`src/rtl/serial_subtractor_if.sv`:
```
// ----------------------------------------------------------------------------
// serial_subtractor_if
//
// Purpose : bundles the start/busy/done handshake together with the operand
//           and result buses of serial_subtractor.
//
// Parameter:
//   WIDTH  operand/result width; must match the WIDTH of the attached
//          serial_subtractor.
//
// Signals (direction given from the subtractor's point of view):
//   start  in   request pulse, accepted only when the subtractor is not busy
//   a      in   minuend, latched on the accepted start edge
//   b      in   subtrahend, latched on the accepted start edge
//   bin    in   borrow-in, latched on the accepted start edge
//   busy   out  high while an operation is running
//   done   out  one-cycle pulse, diff/bout (and ovf) valid
//   diff   out  registered difference, held until the next completion
//   bout   out  registered borrow-out
//   ovf    out  signed overflow flag (only when SERIAL_SUB_OVF_EN is defined)
//
// Modports:
//   master  requester side (drives start/a/b/bin)
//   slave   subtractor side (drives busy/done/diff/bout/ovf)
//
// Configuration macro: SERIAL_SUB_OVF_EN adds the ovf signal.
// ----------------------------------------------------------------------------
interface serial_subtractor_if #(
    parameter int unsigned WIDTH = 8
);

    logic             start;
    logic [WIDTH-1:0] a;
    logic [WIDTH-1:0] b;
    logic             bin;
    logic             busy;
    logic             done;
    logic [WIDTH-1:0] diff;
    logic             bout;
`ifdef SERIAL_SUB_OVF_EN
    logic             ovf;

    modport master (
        output start, a, b, bin,
        input  busy, done, diff, bout, ovf
    );

    modport slave (
        input  start, a, b, bin,
        output busy, done, diff, bout, ovf
    );
`else
    modport master (
        output start, a, b, bin,
        input  busy, done, diff, bout
    );

    modport slave (
        input  start, a, b, bin,
        output busy, done, diff, bout
    );
`endif

endinterface

```
`src/rtl/serial_subtractor.sv`:
```
// ----------------------------------------------------------------------------
// serial_subtractor
//
// Purpose : bit-serial subtractor computing {bout, diff} = a - b - bin,
//           one bit per clock, LSB first, using a single full-subtractor
//           cell and a registered borrow.
//
// Parameters:
//   WIDTH  operand and result width in bits (1..32)
//   CNT_W  bit-counter width, derived from WIDTH; do not override
//
// Ports:
//   clk    system clock, all state updates on the rising edge
//   reset  synchronous active-high reset
//   bus    serial_subtractor_if.slave
//            start/a/b/bin in, busy/done/diff/bout(/ovf) out
//
// Timing: a start accepted at edge E0 keeps busy high for WIDTH cycles; done
// pulses for one cycle after edge E(WIDTH). A start during the done cycle is
// accepted back-to-back; a start while busy is ignored.
//
// Configuration macro: SERIAL_SUB_OVF_EN adds the signed overflow flag ovf.
// ----------------------------------------------------------------------------
module serial_subtractor #(
    parameter int unsigned WIDTH = 8,
    parameter int unsigned CNT_W = $clog2(WIDTH + 1)
) (
    input logic                clk,
    input logic                reset,
    serial_subtractor_if.slave bus
);

    if (WIDTH < 1 || WIDTH > 32) begin : g_bad_width
        $error("serial_subtractor: WIDTH must be in 1..32");
    end

    localparam logic [1:0] IDLE = 2'd0;
    localparam logic [1:0] RUN  = 2'd1;
    localparam logic [1:0] DONE = 2'd2;

    logic [1:0]       state_q, state_d;
    logic [WIDTH-1:0] sa_q, sa_d;
    logic [WIDTH-1:0] sb_q, sb_d;
    logic [WIDTH-1:0] res_q, res_d;
    logic [WIDTH-1:0] diff_q, diff_d;
    logic             br_q, br_d;
    logic             bout_q, bout_d;
    logic [CNT_W-1:0] cnt_q, cnt_d;

`ifdef SERIAL_SUB_OVF_EN
    // Sign bits are kept separately because sa/sb are shifted away.
    logic sign_a_q, sign_a_d;
    logic sign_b_q, sign_b_d;
    logic ovf_q, ovf_d;
`endif

    // ------------------------------------------------------------------
    // Full-subtractor cell working on the current LSBs
    // ------------------------------------------------------------------
    logic             d_bit;
    logic             br_next;
    logic [WIDTH-1:0] res_shift;
    logic             last_bit;
    logic             accept;

    assign d_bit   = sa_q[0] ^ sb_q[0] ^ br_q;
    assign br_next = (~sa_q[0] & sb_q[0]) | (~(sa_q[0] ^ sb_q[0]) & br_q);

    // Result shifts right, new bit enters at the MSB. Written this way so
    // that WIDTH=1 needs no special slice.
    always_comb begin
        res_shift            = res_q >> 1;
        res_shift[WIDTH-1]   = d_bit;
    end

    assign last_bit = (cnt_q == CNT_W'(WIDTH - 1));

    // Start is honoured in IDLE and, for back-to-back use, in DONE.
    assign accept = bus.start && (state_q != RUN);

    // ------------------------------------------------------------------
    // Next-state logic
    // ------------------------------------------------------------------
    always_comb begin
        state_d = state_q;
        sa_d    = sa_q;
        sb_d    = sb_q;
        res_d   = res_q;
        br_d    = br_q;
        cnt_d   = cnt_q;
        diff_d  = diff_q;
        bout_d  = bout_q;
`ifdef SERIAL_SUB_OVF_EN
        sign_a_d = sign_a_q;
        sign_b_d = sign_b_q;
        ovf_d    = ovf_q;
`endif

        case (state_q)
            IDLE, DONE: begin
                if (accept) begin
                    sa_d    = bus.a;
                    sb_d    = bus.b;
                    br_d    = bus.bin;
                    res_d   = '0;
                    cnt_d   = '0;
                    state_d = RUN;
`ifdef SERIAL_SUB_OVF_EN
                    sign_a_d = bus.a[WIDTH-1];
                    sign_b_d = bus.b[WIDTH-1];
`endif
                end else begin
                    state_d = IDLE;
                end
            end

            RUN: begin
                sa_d  = sa_q >> 1;
                sb_d  = sb_q >> 1;
                br_d  = br_next;
                res_d = res_shift;
                cnt_d = cnt_q + CNT_W'(1);
                if (last_bit) begin
                    diff_d  = res_shift;
                    bout_d  = br_next;
                    state_d = DONE;
`ifdef SERIAL_SUB_OVF_EN
                    // Overflow: operand signs differ and the result sign
                    // differs from the minuend sign.
                    ovf_d = (sign_a_q != sign_b_q) && (res_shift[WIDTH-1] != sign_a_q);
`endif
                end
            end

            default: begin
                state_d = IDLE;
            end
        endcase
    end

    // ------------------------------------------------------------------
    // State registers, synchronous reset
    // ------------------------------------------------------------------
    always_ff @(posedge clk) begin
        if (reset) begin
            state_q <= IDLE;
            sa_q    <= '0;
            sb_q    <= '0;
            res_q   <= '0;
            br_q    <= 1'b0;
            cnt_q   <= '0;
            diff_q  <= '0;
            bout_q  <= 1'b0;
`ifdef SERIAL_SUB_OVF_EN
            sign_a_q <= 1'b0;
            sign_b_q <= 1'b0;
            ovf_q    <= 1'b0;
`endif
        end else begin
            state_q <= state_d;
            sa_q    <= sa_d;
            sb_q    <= sb_d;
            res_q   <= res_d;
            br_q    <= br_d;
            cnt_q   <= cnt_d;
            diff_q  <= diff_d;
            bout_q  <= bout_d;
`ifdef SERIAL_SUB_OVF_EN
            sign_a_q <= sign_a_d;
            sign_b_q <= sign_b_d;
            ovf_q    <= ovf_d;
`endif
        end
    end

    // ------------------------------------------------------------------
    // Outputs, decoded from flops only
    // ------------------------------------------------------------------
    assign bus.busy = (state_q == RUN);
    assign bus.done = (state_q == DONE);
    assign bus.diff = diff_q;
    assign bus.bout = bout_q;
`ifdef SERIAL_SUB_OVF_EN
    assign bus.ovf  = ovf_q;
`endif

endmodule
```
`src/flat_wrapper.sv`:
```
// flat-port wrapper written by rule: the top's interface ports become plain ports
module serial_subtractor_flat 
#(
    parameter int unsigned WIDTH = 8,
    parameter int unsigned CNT_W = $clog2(WIDTH + 1)
)
  (clk, reset, bus_start, bus_a, bus_b, bus_bin, bus_busy, bus_done, bus_diff, bus_bout);
  serial_subtractor_if #(.WIDTH(WIDTH)) bus_i ();
  input logic clk;
  input logic reset;
  input wire logic [$bits(bus_i.start)-1:0] bus_start;
  input wire logic [$bits(bus_i.a)-1:0] bus_a;
  input wire logic [$bits(bus_i.b)-1:0] bus_b;
  input wire logic [$bits(bus_i.bin)-1:0] bus_bin;
  output wire logic [$bits(bus_i.busy)-1:0] bus_busy;
  output wire logic [$bits(bus_i.done)-1:0] bus_done;
  output wire logic [$bits(bus_i.diff)-1:0] bus_diff;
  output wire logic [$bits(bus_i.bout)-1:0] bus_bout;
  assign bus_i.start = bus_start;
  assign bus_i.a = bus_a;
  assign bus_i.b = bus_b;
  assign bus_i.bin = bus_bin;
  assign bus_busy = bus_i.busy;
  assign bus_done = bus_i.done;
  assign bus_diff = bus_i.diff;
  assign bus_bout = bus_i.bout;
  serial_subtractor #(.WIDTH(WIDTH), .CNT_W(CNT_W)) u_core (.clk(clk), .reset(reset), .bus(bus_i));
endmodule
```
`config.mk`:
```
export PLATFORM = sky130hd
export DESIGN_NAME = serial_subtractor_flat
export DESIGN_NICKNAME = d
export VERILOG_FILES = /design/src/rtl/serial_subtractor_if.sv /design/src/rtl/serial_subtractor.sv /design/src/flat_wrapper.sv
export SDC_FILE = /design/constraint.sdc
export NUM_CORES = 1
export LEC_CHECK = 0
export ABC_AREA = 1
export CORE_UTILIZATION = 50
export CTS_CLUSTER_DIAMETER = 30
export DETAILED_ROUTE_END_ITERATION = 16
export DONT_BUFFER_PORTS = 1
export PLACE_DENSITY_LB_ADDON = 0.08
export RECOVER_POWER = 50
export SYNTH_ARGS = -nofsm -noshare
export SYNTH_HDL_FRONTEND = slang
export SYNTH_SLANG_ARGS = --single-unit
```
`constraint.sdc`:
```
create_clock -name clk -period 3.1 [get_ports clk]
set_input_delay 0.465 -clock clk [delete_from_list [all_inputs] [get_ports clk]]
set_output_delay 0.465 -clock clk [all_outputs]
set_load 0.05 [all_outputs]
```
==> results by group, run 1 <==
Finish
  – Post-Route Utilization: 53.5%
  – Layout overhead on the synthesized area: 1.55%
  – Area of the multi-input gates: 787 µm²
  – Net count reported at finish: 253
  – Layout Cell Area excl Fill: 0.00180 mm²
  – Share of layout cells above drive strength 1: 6.03%
  – Area taken by flip-flops and latches: 781 µm²
  – Diode insertion count for antenna repair: 0
  – FILL cells: 375

GRT
  – GRT overflow: 0
  – Global-route wire length before repair: 6060 µm
  – Number of global-route vias before repair: 1,320
  – Largest net degree at the start of global routing: 29
  – Initial antenna violation count: 0
  – Overall global routing resource usage: 21.9%

Floorplanning
  – Core Footprint: 0.00336 mm²
  – Starting Density: 52.7%
  – Die area: 0.00379 mm²
  – Number of placement rows: 21
  – Die extent in x: 61.5 µm
  – Die Span Y: 61.5 µm
  – Number of I/O pins: 31

Setup path
  – Startpoint class of the critical path: flop
  – CP Data Arrival Time: 1.87 ns
  – Slack of the worst reg-to-reg path: 0.79 ns
  – Nature of the critical path endpoint: output port
  – Maximum fanout along the worst path: 18
  – Worst Path Required: 2.63 ns
  – Category of the most critical setup path: flop to output port

Routing
  – Wirelength per Cell: 12.8 µm
  – Initial drt markers: 75
  – Detailed-route via count: 1,509
  – Initial DRT Pass Iterations: 4
  – Count of antenna-violating nets left after detailed routing: 0
  – Drt via density: 5.43
  – Aggregate routed wire length: 3550 µm
  – DRC Markers: 0

Place
  – Place WS: 1.07 ns
  – # port buffers: 0
  – Routability congestion estimate: 0.719
  – Instance area after placement: 0.00172 mm²
  – Detail Placement HPWL: 2360 µm

Clock tree
  – Clock latency of the later-clocked register in the worst-skew pair: 0.35 ns
  – Resized cells post-CTS: 0
  – TritonCTS buffer count: 5
  – H-Tree Depth: 2
  – Post-CTS Hold Buffers: 0
  – Number of buffers on the longest clock path: 2
  – Register clock-pin slew on the reported worst setup and hold paths: 0.11 ns
  – Number of clock sinks seen by CTS: 39
  – CTS Root Buffer Type: sky130_fd_sc_hd__clkbuf_4
  – Buffer count from post-CTS setup fixing: 0
  – CTS tree: built

STA
  – Worst-case headroom to the max-slew limit: 39.3%
  – Number of slew-limit violations in the final report: 0
  – RSZ-0062 raised after global routing: false
  – Slew at the pin closest to its max-slew limit: 0.908 ns
  – Final clock skew: 0.00429 ns
  – Post-layout worst setup margin: 0.766 ns
  – Final-layout setup total negative slack: 0 ns
  – Final period utilization: 75.3%
  – Time the final worst path needs with I/O delays and setup: 2.33 ns
  – Number of failing hold endpoints at the final stage: 0
  – Setup violations, final: 0
  – Fmax: 428 MHz

Synthesis
  – Yosys warning total: 0
  – Post-synth net total: 262
  – Netlist cell types: 18
  – Synthesized area: 0.00177 mm²
  – Post-Synthesis Cells: 240
  – Yosys reg bits: 39
  – Average instance area after synthesis: 7.39 µm²
  – Part of the Yosys area used for sequential elements: 44.0%

Power and ir drop
  – Sequential group share of total power: 54.6%
  – Power after layout: 0.984 mW
  – Power per Cell Area: 547 mW/mm²
  – Net switching share of the total power: 24.8%
  – Lkg Pwr: 0.741 nW
  – Internal: 0.740 mW
  – Proportion of power drawn by the clock network: 36.2%
  – Fraction of power consumed by combinational cells: 9.2%
  – Switching pwr: 0.244 mW
  – Max rail drop VDD: 0.313 mV

Hold path
  – Class of the worst hold path: input pin to flop

Job
  – Max-cap viol count: 0

Outcome
  – Outcome: finished, final reports clean
[state kept, by name (all words and copies together), names as in the netlist]
register / flops
u_core.br_q: 1
u_core.sa_q: 8
u_core.bus.diff: 8
u_core.res_q: 7
u_core.sb_q: 8
u_core.state_q: 2
u_core.cnt_q: 4
u_core.bus.bout: 1
[critical path, stage by stage, from the launching register on]
cell	delay, ns
sky130_fd_sc_hd__dfxtp_1	0.79
sky130_fd_sc_hd__inv_4	0.21
sky130_fd_sc_hd__nor2_4	0.51
[synth_stat cells]
cell type	number	area [µm²]
sky130_fd_sc_hd__o21ai_0	2	10.0
sky130_fd_sc_hd__nor2_4	2	22.5
sky130_fd_sc_hd__nor2_1	12	45.0
sky130_fd_sc_hd__nand3_1	74	370
sky130_fd_sc_hd__buf_6	4	45.0
sky130_fd_sc_hd__dfxtp_1	39	781
sky130_fd_sc_hd__nand2_2	1	6.26
sky130_fd_sc_hd__clkbuf_1	3	11.3
sky130_fd_sc_hd__fa_1	1	20.0
sky130_fd_sc_hd__ha_1	1	12.5
sky130_fd_sc_hd__buf_4	3	22.5
sky130_fd_sc_hd__inv_4	1	6.26
sky130_fd_sc_hd__inv_1	21	78.8
sky130_fd_sc_hd__a21oi_1	27	135
sky130_fd_sc_hd__buf_2	6	30.0
sky130_fd_sc_hd__inv_2	1	3.75
sky130_fd_sc_hd__nand2_4	2	22.5
sky130_fd_sc_hd__nand2_1	40	150
[through the flow]
stage / std cells / hold WS [ns]
2_1_floorplan: 240 / 0.447
3_3_place_gp: 270 / 0.461
3_5_place_dp: 270 / 0.468
4_1_cts: 278 / 0.152
5_1_grt: 278 / 0.129
6_report: 278 / 0.164
[path summary, 6_finish.rpt]
kind / to / cells past startpoint / startpoint
max: bus_busy / 2 / u_core.state_q[0]
min: u_core.sa_q[0] / 1 / reset
max reg2reg: u_core.cnt_q[3] / 6 / u_core.state_q[0]
min reg2reg: u_core.sb_q[3] / 2 / u_core.sb_q[3]
[cell usage in the layout (no fill, tap or decap)]
| cell | Yosys | routed |
|---|---|---|
| sky130_fd_sc_hd__ha_1 | 1 | 1 |
| sky130_fd_sc_hd__bufinv_16 | 0 | 1 |
| sky130_fd_sc_hd__fa_1 | 1 | 1 |
| sky130_fd_sc_hd__clkbuf_4 | 0 | 5 |
| sky130_fd_sc_hd__inv_1 | 21 | 21 |
| sky130_fd_sc_hd__dfxtp_1 | 39 | 39 |
| sky130_fd_sc_hd__inv_4 | 1 | 1 |
| sky130_fd_sc_hd__nand3_1 | 74 | 74 |
| sky130_fd_sc_hd__clkbuf_8 | 0 | 1 |
| sky130_fd_sc_hd__a21oi_1 | 27 | 27 |
| sky130_fd_sc_hd__nand2_2 | 1 | 1 |
| sky130_fd_sc_hd__nor2_4 | 2 | 2 |
| sky130_fd_sc_hd__inv_2 | 1 | 1 |
| sky130_fd_sc_hd__o21ai_0 | 2 | 2 |
| sky130_fd_sc_hd__nand2_1 | 40 | 41 |
| sky130_fd_sc_hd__nor2_1 | 12 | 12 |
| sky130_fd_sc_hd__clkinv_2 | 0 | 1 |
| sky130_fd_sc_hd__nand2_4 | 2 | 1 |
[power by group through the flow]
stage | clock [mW] | sequential (mW) | combinational, mW
after floorplan | 0 | 0.540 | 0.102
after CTS | 0.368 | 0.537 | 0.0930
after global placement | 0 | 0.548 | 0.0907
after global routing | 0.393 | 0.540 | 0.105
final | 0.356 | 0.538 | 0.0906
after detailed placement | 0 | 0.549 | 0.0925
[layout make-up]
cell class | count | area share, %
Multi-Input combinational cell | 162 | 43.7
Inverter | 23 | 4.93
Tap cell | 46 | 3.20
Sequential cell | 39 | 43.4
Clock inverter | 2 | 1.95
Clock buffer | 6 | 2.85
[routing by layer]
layer / GRT usage (%) / vias up / part of all wire (%)
met5: 0 / - / 0
li1: - / 778 / -
met3: 8.19 / 10 / 7.7
met2: 32.0 / 44 / 45
met4: 8.57 / 0 / 2.3
met1: 29.3 / 677 / 45
[logic make-up after synthesis]
family                     after synthesis  share of synthesized area, %
adders and majority gates                2                          1.83
DFF                                     39                          44.0
AOI/OAI and AO/OA                       29                          8.19
and+or+nand+nor                        131                          34.8
buffers and inverters                   39                          11.2
(Power assumes the default switching activity.)
==> run 2: changes to the inputs <==
==> constraint.sdc (replaced) <==
create_clock -name clk -period 2.05 [get_ports clk]
set_input_delay 0.3075 -clock clk [delete_from_list [all_inputs] [get_ports clk]]
set_output_delay 0.3075 -clock clk [all_outputs]
set_load 0.05 [all_outputs]
==> results by group, run 2 (same netlist as run 1, synthesis figures left out) <==
Clock tree
  – CTS Root Buffer Type: sky130_fd_sc_hd__clkbuf_4
  – Clock latency of the later-clocked register in the worst-skew pair: 0.34 ns
  – Number of buffers on the longest clock path: 2
  – CTS tree: built
  – Register clock-pin slew on the reported worst setup and hold paths: 0.12 ns
  – TritonCTS buffer count: 5
  – Post-CTS Hold Buffers: 0
  – Number of clock sinks seen by CTS: 39
  – Buffer count from post-CTS setup fixing: 0
  – Resized cells post-CTS: 0
  – H-Tree Depth: 2

Routing
  – Drt via density: 5.50
  – Aggregate routed wire length: 3730 µm
  – Wire length on met2: 1780 µm
  – DRC Markers: 0
  – Wirelength per Cell: 13.2 µm
  – Count of antenna-violating nets left after detailed routing: 0
  – Wire length the detailed router placed on met1: 1720 µm
  – Met3 wire len: 211 µm
  – Initial drt markers: 117
  – Uppermost layer routed: met4
  – Detailed-route via count: 1,552
  – Initial DRT Pass Iterations: 4

STA
  – Worst-case headroom to the max-slew limit: 63.2%
  – Worst hold slack after final layout: 0.0232 ns
  – Final period utilization: 84.1%
  – Final-layout setup total negative slack: 0 ns
  – Final clock skew: 0.0106 ns
  – Post-layout worst setup margin: 0.325 ns
  – Fmax: 580 MHz
  – RSZ-0062 raised after global routing: false
  – Time the final worst path needs with I/O delays and setup: 1.72 ns
  – Slew at the pin closest to its max-slew limit: 0.551 ns
  – Number of slew-limit violations in the final report: 0
  – Setup violations, final: 0
  – Number of failing hold endpoints at the final stage: 0

Finish
  – FILL cells: 368
  – Most frequent cells in the layout: 74 x sky130_fd_sc_hd__nand3_1, 40 x sky130_fd_sc_hd__nand2_1, 39 x sky130_fd_sc_hd__dfxtp_1, 27 x sky130_fd_sc_hd__a21oi_1, 22 x sky130_fd_sc_hd__inv_1
  – Layout Cells excl Fill: 282
  – Most common library cell in the layout ignoring fill and taps: sky130_fd_sc_hd__nand3_1
  – Area taken by flip-flops and latches: 781 µm²
  – Net count reported at finish: 257
  – Share of layout cells above drive strength 1: 7.20%
  – Layout overhead on the synthesized area: 3.81%
  – Area of the multi-input gates: 795 µm²
  – Diode insertion count for antenna repair: 0

Place
  – Routability congestion estimate: 0.717
  – Place WS: 0.666 ns
  – # port buffers: 0
  – Cells after DPL: 273
  – Detail Placement HPWL: 2370 µm

GRT
  – Largest net degree at the start of global routing: 29
  – Number of global-route vias before repair: 1,312
  – Global-route wire length before repair: 5760 µm
  – Initial antenna violation count: 0
  – Overall global routing resource usage: 20.8%
  – GRT overflow: 0

Floorplanning
  – Die Span Y: 61.5 µm
  – Die extent in x: 61.5 µm
  – Starting Density: 52.7%
  – Number of I/O pins: 31
  – Core Footprint: 0.00336 mm²
  – Number of placement rows: 21
  – Die area: 0.00379 mm²

Outcome
  – Outcome: finished, final reports clean

Setup path
  – Worst Path Required: 1.74 ns
  – Nature of the critical path endpoint: output port
  – Maximum fanout along the worst path: 17
  – CP Data Arrival Time: 1.42 ns
  – Startpoint class of the critical path: flop
  – Category of the most critical setup path: flop to output port

Power and ir drop
  – Max rail drop VDD: 0.426 mV
  – Lkg Pwr: 0.764 nW
  – Power per Cell Area: 815 mW/mm²

Hold path
  – Class of the worst hold path: input pin to flop

Job
  – Max-cap viol count: 0
[run 2: cell types whose count changed in the layout (fill, tap and decap cells not counted)]
cell	change
sky130_fd_sc_hd__buf_4	+3
sky130_fd_sc_hd__dlygate4sd3_1	+1
sky130_fd_sc_hd__inv_1	+1
sky130_fd_sc_hd__inv_2	-1
sky130_fd_sc_hd__nand2_1	-1
sky130_fd_sc_hd__nand2_4	+1
[run 2: metrics by stage]
stage	power, mW	util [%]	instance area, µm²
5_1_grt	1.57	54.7	1840
6_report	1.50	54.7	1840
3_5_place_dp	0.974	51.9	1740
3_3_place_gp	0.971	51.9	1740
4_1_cts	1.51	54.4	1830
2_1_floorplan	0.972	-	1770
[run 2: power breakdown]
group          total (mW)  internal, mW  switching (mW)  leakage (nW)
clock               0.536         0.288           0.248        0.0482
sequential          0.805         0.787          0.0174         0.318
combinational       0.158        0.0504           0.108         0.398
total                1.50          1.13           0.374         0.764
[run 2: final cells by class]
| cell class | instances | area share (%) |
|---|---|---|
| Inverter | 23 | 4.83 |
| Clock inverter | 2 | 1.90 |
| Tap cell | 46 | 3.13 |
| Multi-Input combinational cell | 162 | 43.2 |
| Timing Repair Buffer | 4 | 1.77 |
| Clock buffer | 6 | 2.79 |
| Sequential cell | 39 | 42.4 |
[run 2: routing by layer]
| layer | vias to the layer above | GRT usage, % |
|---|---|---|
| met1 | 719 | 25.9 |
| met2 | 46 | 34.1 |
| met3 | 4 | 6.72 |
| met5 | - | 0 |
| met4 | 0 | 6.67 |
| li1 | 783 | - |
[run 2: path summary, 6_finish.rpt]
check                          from                  to  slack, ns  depth (start not counted)
setup / recovery  u_core.state_q[1]            bus_done       0.33                          3
hold / removal                reset      u_core.sb_q[7]       0.02                          1
setup reg to reg  u_core.state_q[1]  u_core.bus.diff[4]       0.40                          5
hold reg to reg      u_core.sb_q[7]      u_core.sb_q[7]       0.48                          2
[run 2: critical path, stage by stage (launching register included)]
cell and delay [ns]:
sky130_fd_sc_hd__dfxtp_1 0.35, sky130_fd_sc_hd__inv_1 0.42, sky130_fd_sc_hd__nor2_1 0.09, sky130_fd_sc_hd__buf_4 0.21
==> RTL edit 1: new RTL, settings of run 2 <==
Take the reset off `sa_q`, `sb_q` and `res_q` and load them in a clocked block of their own.
--- a/src/rtl/serial_subtractor.sv
+++ b/src/rtl/serial_subtractor.sv
@@ -144,9 +144,6 @@
     always_ff @(posedge clk) begin
         if (reset) begin
             state_q <= IDLE;
-            sa_q    <= '0;
-            sb_q    <= '0;
-            res_q   <= '0;
             br_q    <= 1'b0;
             cnt_q   <= '0;
             diff_q  <= '0;
@@ -158,9 +155,6 @@
 `endif
         end else begin
             state_q <= state_d;
-            sa_q    <= sa_d;
-            sb_q    <= sb_d;
-            res_q   <= res_d;
             br_q    <= br_d;
             cnt_q   <= cnt_d;
             diff_q  <= diff_d;
@@ -171,6 +165,12 @@
             ovf_q    <= ovf_d;
 `endif
         end
+    end
+
+    always_ff @(posedge clk) begin
+        sa_q  <= sa_d;
+        sb_q  <= sb_d;
+        res_q <= res_d;
     end
 
     // ------------------------------------------------------------------
Behaviour: no difference found for any inputs over 10 cycles, from zero or initial values and one cycle with reset high; that may be too few to reach the edited logic, so the function may still have changed.
==> RTL edit 1 against run 2 <==
Area after synthesis fell by 7.5%. Critical path depth stayed put. First-iteration DRC count decreased by 66%. Utilization is 1.5 points higher. Non-clock buffer count is 2 higher. Total power shrank 3.6%. Final area is 6.1% lower. Worst setup slack worse by 58 ps. Routed wire length fell by 28%. Sequential cell count unchanged. Synthesized cell count fell by 28%. Count of clock-buffer cells in the layout is 1 higher. Highest routed layer unchanged.
==> RTL edit 1: results (changes against run 2) <==
** Status
- The flow ran to the end, and the final reports show no timing, DRC or antenna violations.

** Drt
- Sum of met2 wire segment lengths after detailed routing :: 1.232 mm (-31%)
- Met3 Wirelength :: 109 um (-48%)
- The count of routing violations after the opening detailed-route iteration came to 40 (-66%).
- The wire length on met1 is 1.277 mm (-26%).
- Wire per inst :: 11.98 um (-9.3%)
- Vias per cell :: 4.969 (-9.7%)

** Pwr
- The peak supply drop came to 0.5311 mV (+25%).
- The leakage power is 0.7651 nW (+0.15%).
- Int Pwr :: 1.081 mW (-4.0%)

** GRT
- The first-pass GRT wire length is 4.450 mm (-23%).
- The via count of the first global-routing pass is 1022 (-22%).
- The overall fraction of global-route tracks in use was 0.1795 (-0.02854).
- Maximum number of pins on one net before global-route repair :: 27 (-6.9%)

** Synth
- Number of enable-type register cells in the synthesized netlist :: 23 (+23)
- The sequential-to-total area share from yosys stat is 0.6163 (+0.1760).
- The count of cell types in the netlist came to 21 (+3).
- Among all flip-flop cells after synthesis, the most frequent one is edfxtp_1.
- In the post-synthesis netlist, the biggest area contributors are edfxtp_1 (42%), dfxtp_1 (20%), nand2_1 (14%), nand3_1 (4.3%), nor2_1 (3.9%).
- The synthesized net count was 196 (-25%).

** Placed design
- The HPWL reported at the end of detailed placement is 1.822 mm (-23%).
- The placement-stage worst setup slack was 645.6 ps (-20.64 ps).
- The weighted congestion reported at the end of routability-driven placement is 0.7766 (+8.4%).

** Critical path
- The critical path arrival was 1480 ps (+60 ps).
- Maximum cell stage delay along the critical path :: 390 ps (-30 ps)
- Flop2flop setup slack :: 280 ps (-120 ps)
- Highest-delay cell along the critical path :: dfxtp_1
- Grouping stages by cell kind, the critical path spends the most delay in buffers and inverters.

** STA
- Largest clock skew in the final design :: 3.882 ps (-6.763 ps)
- Final period demand of the worst path :: 1783 ps (+57.91 ps)
- Max-slew headroom :: 0.3578 (-0.2744)

** Clock tree
- The tree is rooted in a clkbuf_4.
- Deepest level of the CTS H-tree :: 2 (unchanged)

** Finish
- Fraction of final layout cells with drive strength greater than 1 :: 0.07222 (+0.0001883)
RTL edit 1: cell count changes after synthesis, moves of 7 or more:
cell | before | now
nand4_1 | 0 | 9
inv_1 | 21 | 14
a21oi_1 | 27 | 3
edfxtp_1 | 0 | 23
dfxtp_1 | 39 | 16
nand2_1 | 40 | 59
nand3_1 | 74 | 14
RTL edit 1: final cells by class:
| cell class | count | area, um^2 |
|---|---|---|
| clock buffers | 7 | 45.04 |
| clock inverters | 1 | 5.005 |
| fillers | 293 | 1349 |
| inverters | 15 | 56.30 |
| multi-input cells | 112 | 515.5 |
| flip-flops and latches | 39 | 1011 |
| well taps | 44 | 55.05 |
| repair buffers | 6 | 41.29 |
RTL edit 1: power by group through the flow:
| stage | Clock, mW | Combinational [mW] | Sequential, mW |
|---|---|---|---|
| after floorplan | 0 | 0.118 | 0.940 |
| after global placement | 0 | 0.141 | 0.945 |
| after detailed placement | 0 | 0.146 | 0.945 |
| after CTS | 0.390 | 0.145 | 0.929 |
| after global routing | 0.422 | 0.163 | 0.936 |
| final | 0.375 | 0.142 | 0.928 |
RTL edit 1: cells by family after synthesis:
| kind of cell | Yosys count | share of synthesized area |
|---|---|---|
| buffers and inverters | 23 | 0.07093 |
| AOI/OAI and AO/OA | 6 | 0.01983 |
| DFF | 39 | 0.6163 |
| adders and majority gates | 2 | 0.01983 |
| and+or+nand+nor | 104 | 0.2731 |
RTL edit 1: final timing paths:
| path | from | cells past startpoint | end |
|---|---|---|---|
| setup / recovery | u_core.state_q[0] | 3 | bus_busy |
| hold / removal | reset | 1 | u_core.br_q |
| setup reg to reg | u_core.state_q[1] | 7 | u_core.cnt_q[3] |
| hold reg to reg | u_core.cnt_q[0] | 1 | u_core.cnt_q[0] |
RTL edit 1: worst register-to-register path, cell delays in order, from the launching register on:
cell and delay (ps):
dfxtp_1 400, inv_1 80, nand2_1 90, clkbuf_1 730
nor2_1 180, nand2_1 100, nand2_1 50, nor2_1 90
RTL edit 1: stage by stage:
| stage | power, mW | std cells | hold WS (ps) | instance area [um^2] | util |
|---|---|---|---|---|---|
| 2_1_floorplan | 1.058 | 174 | 376.6 | 1640 | - |
| 3_3_place_gp | 1.085 | 215 | 380.0 | 1678 | 0.5451 |
| 3_5_place_dp | 1.091 | 215 | 382.4 | 1678 | 0.5451 |
| 4_1_cts | 1.464 | 223 | 2.221 | 1728 | 0.5614 |
| 5_1_grt | 1.521 | 224 | 8.689 | 1729 | 0.5618 |
| 6_report | 1.445 | 224 | 20.47 | 1729 | 0.5618 |
RTL edit 1: routing by layer:
layer,vias up,GRT usage
met5,-,0
met4,0,0.1122
met3,7,0.04585
met2,31,0.2953
met1,500,0.2083
li1,575,-
==> RTL edit 2: new RTL, config.mk and constraints of run 2 <==
Made on the original files. `WIDTH` is set to 8 in 3 places; all go to 4.
--- a/src/rtl/serial_subtractor_if.sv
+++ b/src/rtl/serial_subtractor_if.sv
@@ -26,7 +26,7 @@
 // Configuration macro: SERIAL_SUB_OVF_EN adds the ovf signal.
 // ----------------------------------------------------------------------------
 interface serial_subtractor_if #(
-    parameter int unsigned WIDTH = 8
+    parameter int unsigned WIDTH = 4
 );
 
     logic             start;
--- a/src/rtl/serial_subtractor.sv
+++ b/src/rtl/serial_subtractor.sv
@@ -22,7 +22,7 @@
 // Configuration macro: SERIAL_SUB_OVF_EN adds the signed overflow flag ovf.
 // ----------------------------------------------------------------------------
 module serial_subtractor #(
-    parameter int unsigned WIDTH = 8,
+    parameter int unsigned WIDTH = 4,
     parameter int unsigned CNT_W = $clog2(WIDTH + 1)
 ) (
     input logic                clk,
--- a/src/flat_wrapper.sv
+++ b/src/flat_wrapper.sv
@@ -1,7 +1,7 @@
 // flat-port wrapper written by rule: the top's interface ports become plain ports
 module serial_subtractor_flat 
 #(
-    parameter int unsigned WIDTH = 8,
+    parameter int unsigned WIDTH = 4,
     parameter int unsigned CNT_W = $clog2(WIDTH + 1)
 )
   (clk, reset, bus_start, bus_a, bus_b, bus_bin, bus_busy, bus_done, bus_diff, bus_bout);
Interface: changed (resized bus_a, bus_b and bus_diff); port bits go from 31 to 19. No check against the original RTL was run, so the function may have changed too.
==> RTL edit 2 against run 2 <==
Clock skew fell by 9.2 ps. Critical path depth decreased by 1. Sequential cell count decreased by 17. Worst setup slack got worse by 4.0 ps. Register-to-register slack improved by 90 ps. Count of clock-buffer cells in the layout fell by 3. Global-route usage fell by 1.2 points. Routed wire length decreased by 50%. Area after synthesis decreased by 45%. Die area decreased by 44%. Final area is 46% lower. First-iteration DRC count down 79%. Hold slack gained 24 ps. Total power is 51% lower. Critical path type unchanged. Largest power group unchanged.
==> RTL edit 2: results (changes against run 2) <==
** Status
- The run finished with clean final reports.

** Drt
- The wire length on met1 was 912 um (-47%).
- The met3 layer wire length in the routed design was 120 um (-43%).

** Finish
- Non-filler cells, final :: 149 (-47%)
- Number of ordinary inverters in the final layout :: 14 (-39%)
- Clock-cell share :: 0.02270 (-0.02421)
- The multi-input logic area came to 435.4 um^2 (-45%).
- The fraction of final layout cells sized beyond drive strength 1 is 0.09677 (+0.02474).
- Seq Cell Count :: 22 (-44%)
- The layout buffer count excluding clock buffers was 1 (-3).
- The layout buffering overhead excluding clock cells was 0.007566 (-0.01011).

** Placed design
- The weighted congestion reported at the end of routability-driven placement was 0.8216 (+15%).
- The HPWL reported at the end of detailed placement came to 1.280 mm (-46%).

** Synth
- By area the synthesized netlist is led by dfxtp_1 (45%), nand3_1 (16%), nand2_1 (8.5%), a21oi_1 (7.2%), inv_1 (3.9%).
- The count of cell types in the netlist was 21 (+3).
- The commonest cells after synthesis are nand3_1 (31), dfxtp_1 (22), nand2_1 (22).

** GRT
- Routing usage on met2 :: 0.2620 (-0.07904)
- The pin count of the biggest net entering global routing came to 16 (-45%).
- The met3 demand-to-capacity share in global routing was 0.07843 (+0.01120).

** Critical path
- The maximum fanout count along the critical path was 10 (-7).
- The cell depth of the worst flop-to-flop path came to 4 (-1).
- The biggest cell delay along the critical path came to 570 ps (+150 ps).

** Pwr
- The leakage power was 0.4157 nW (-46%).

** Floorplanning
- The horizontal die dimension came to 46.10 um (-25%).

** STA
- The max-slew headroom at the worst pin came to 0.6497 (+0.01753).
- The setup clock skew after layout came to 1.466 ps (-9.179 ps).
[RTL edit 2: cell types whose count changed in the layout (fill, tap and decap cells not counted), sizes merged, moves of 2 or more]
cell and change:
a21oi -13, buf -2, clkbuf -3, dfxtp -17, inv -9, nand2 -18
nand3 -42, nor2 -9
[RTL edit 2: power breakdown]
| part | total (mW) | internal (mW) | switching [mW] |
|---|---|---|---|
| registers | 0.461 | 0.446 | 0.0150 |
| clock network | 0.192 | 0.0688 | 0.124 |
| logic | 0.0864 | 0.0287 | 0.0576 |
| total | 0.739 | 0.543 | 0.196 |
[RTL edit 2: final timing paths]
check                          from                 end  slack, ps
hold reg to reg     u_core.res_q[1]  u_core.bus.diff[0]        460
setup reg to reg  u_core.state_q[0]   u_core.state_q[0]        490
hold / removal                reset      u_core.sb_q[0]         50
setup / recovery  u_core.state_q[0]            bus_busy        320
[RTL edit 2: critical path: cells and delay by family, from the launching register on]
kind	cells	cell delay [ps]
and+or+nand+nor	1	420
buffers and inverters	1	110
DFF	1	570
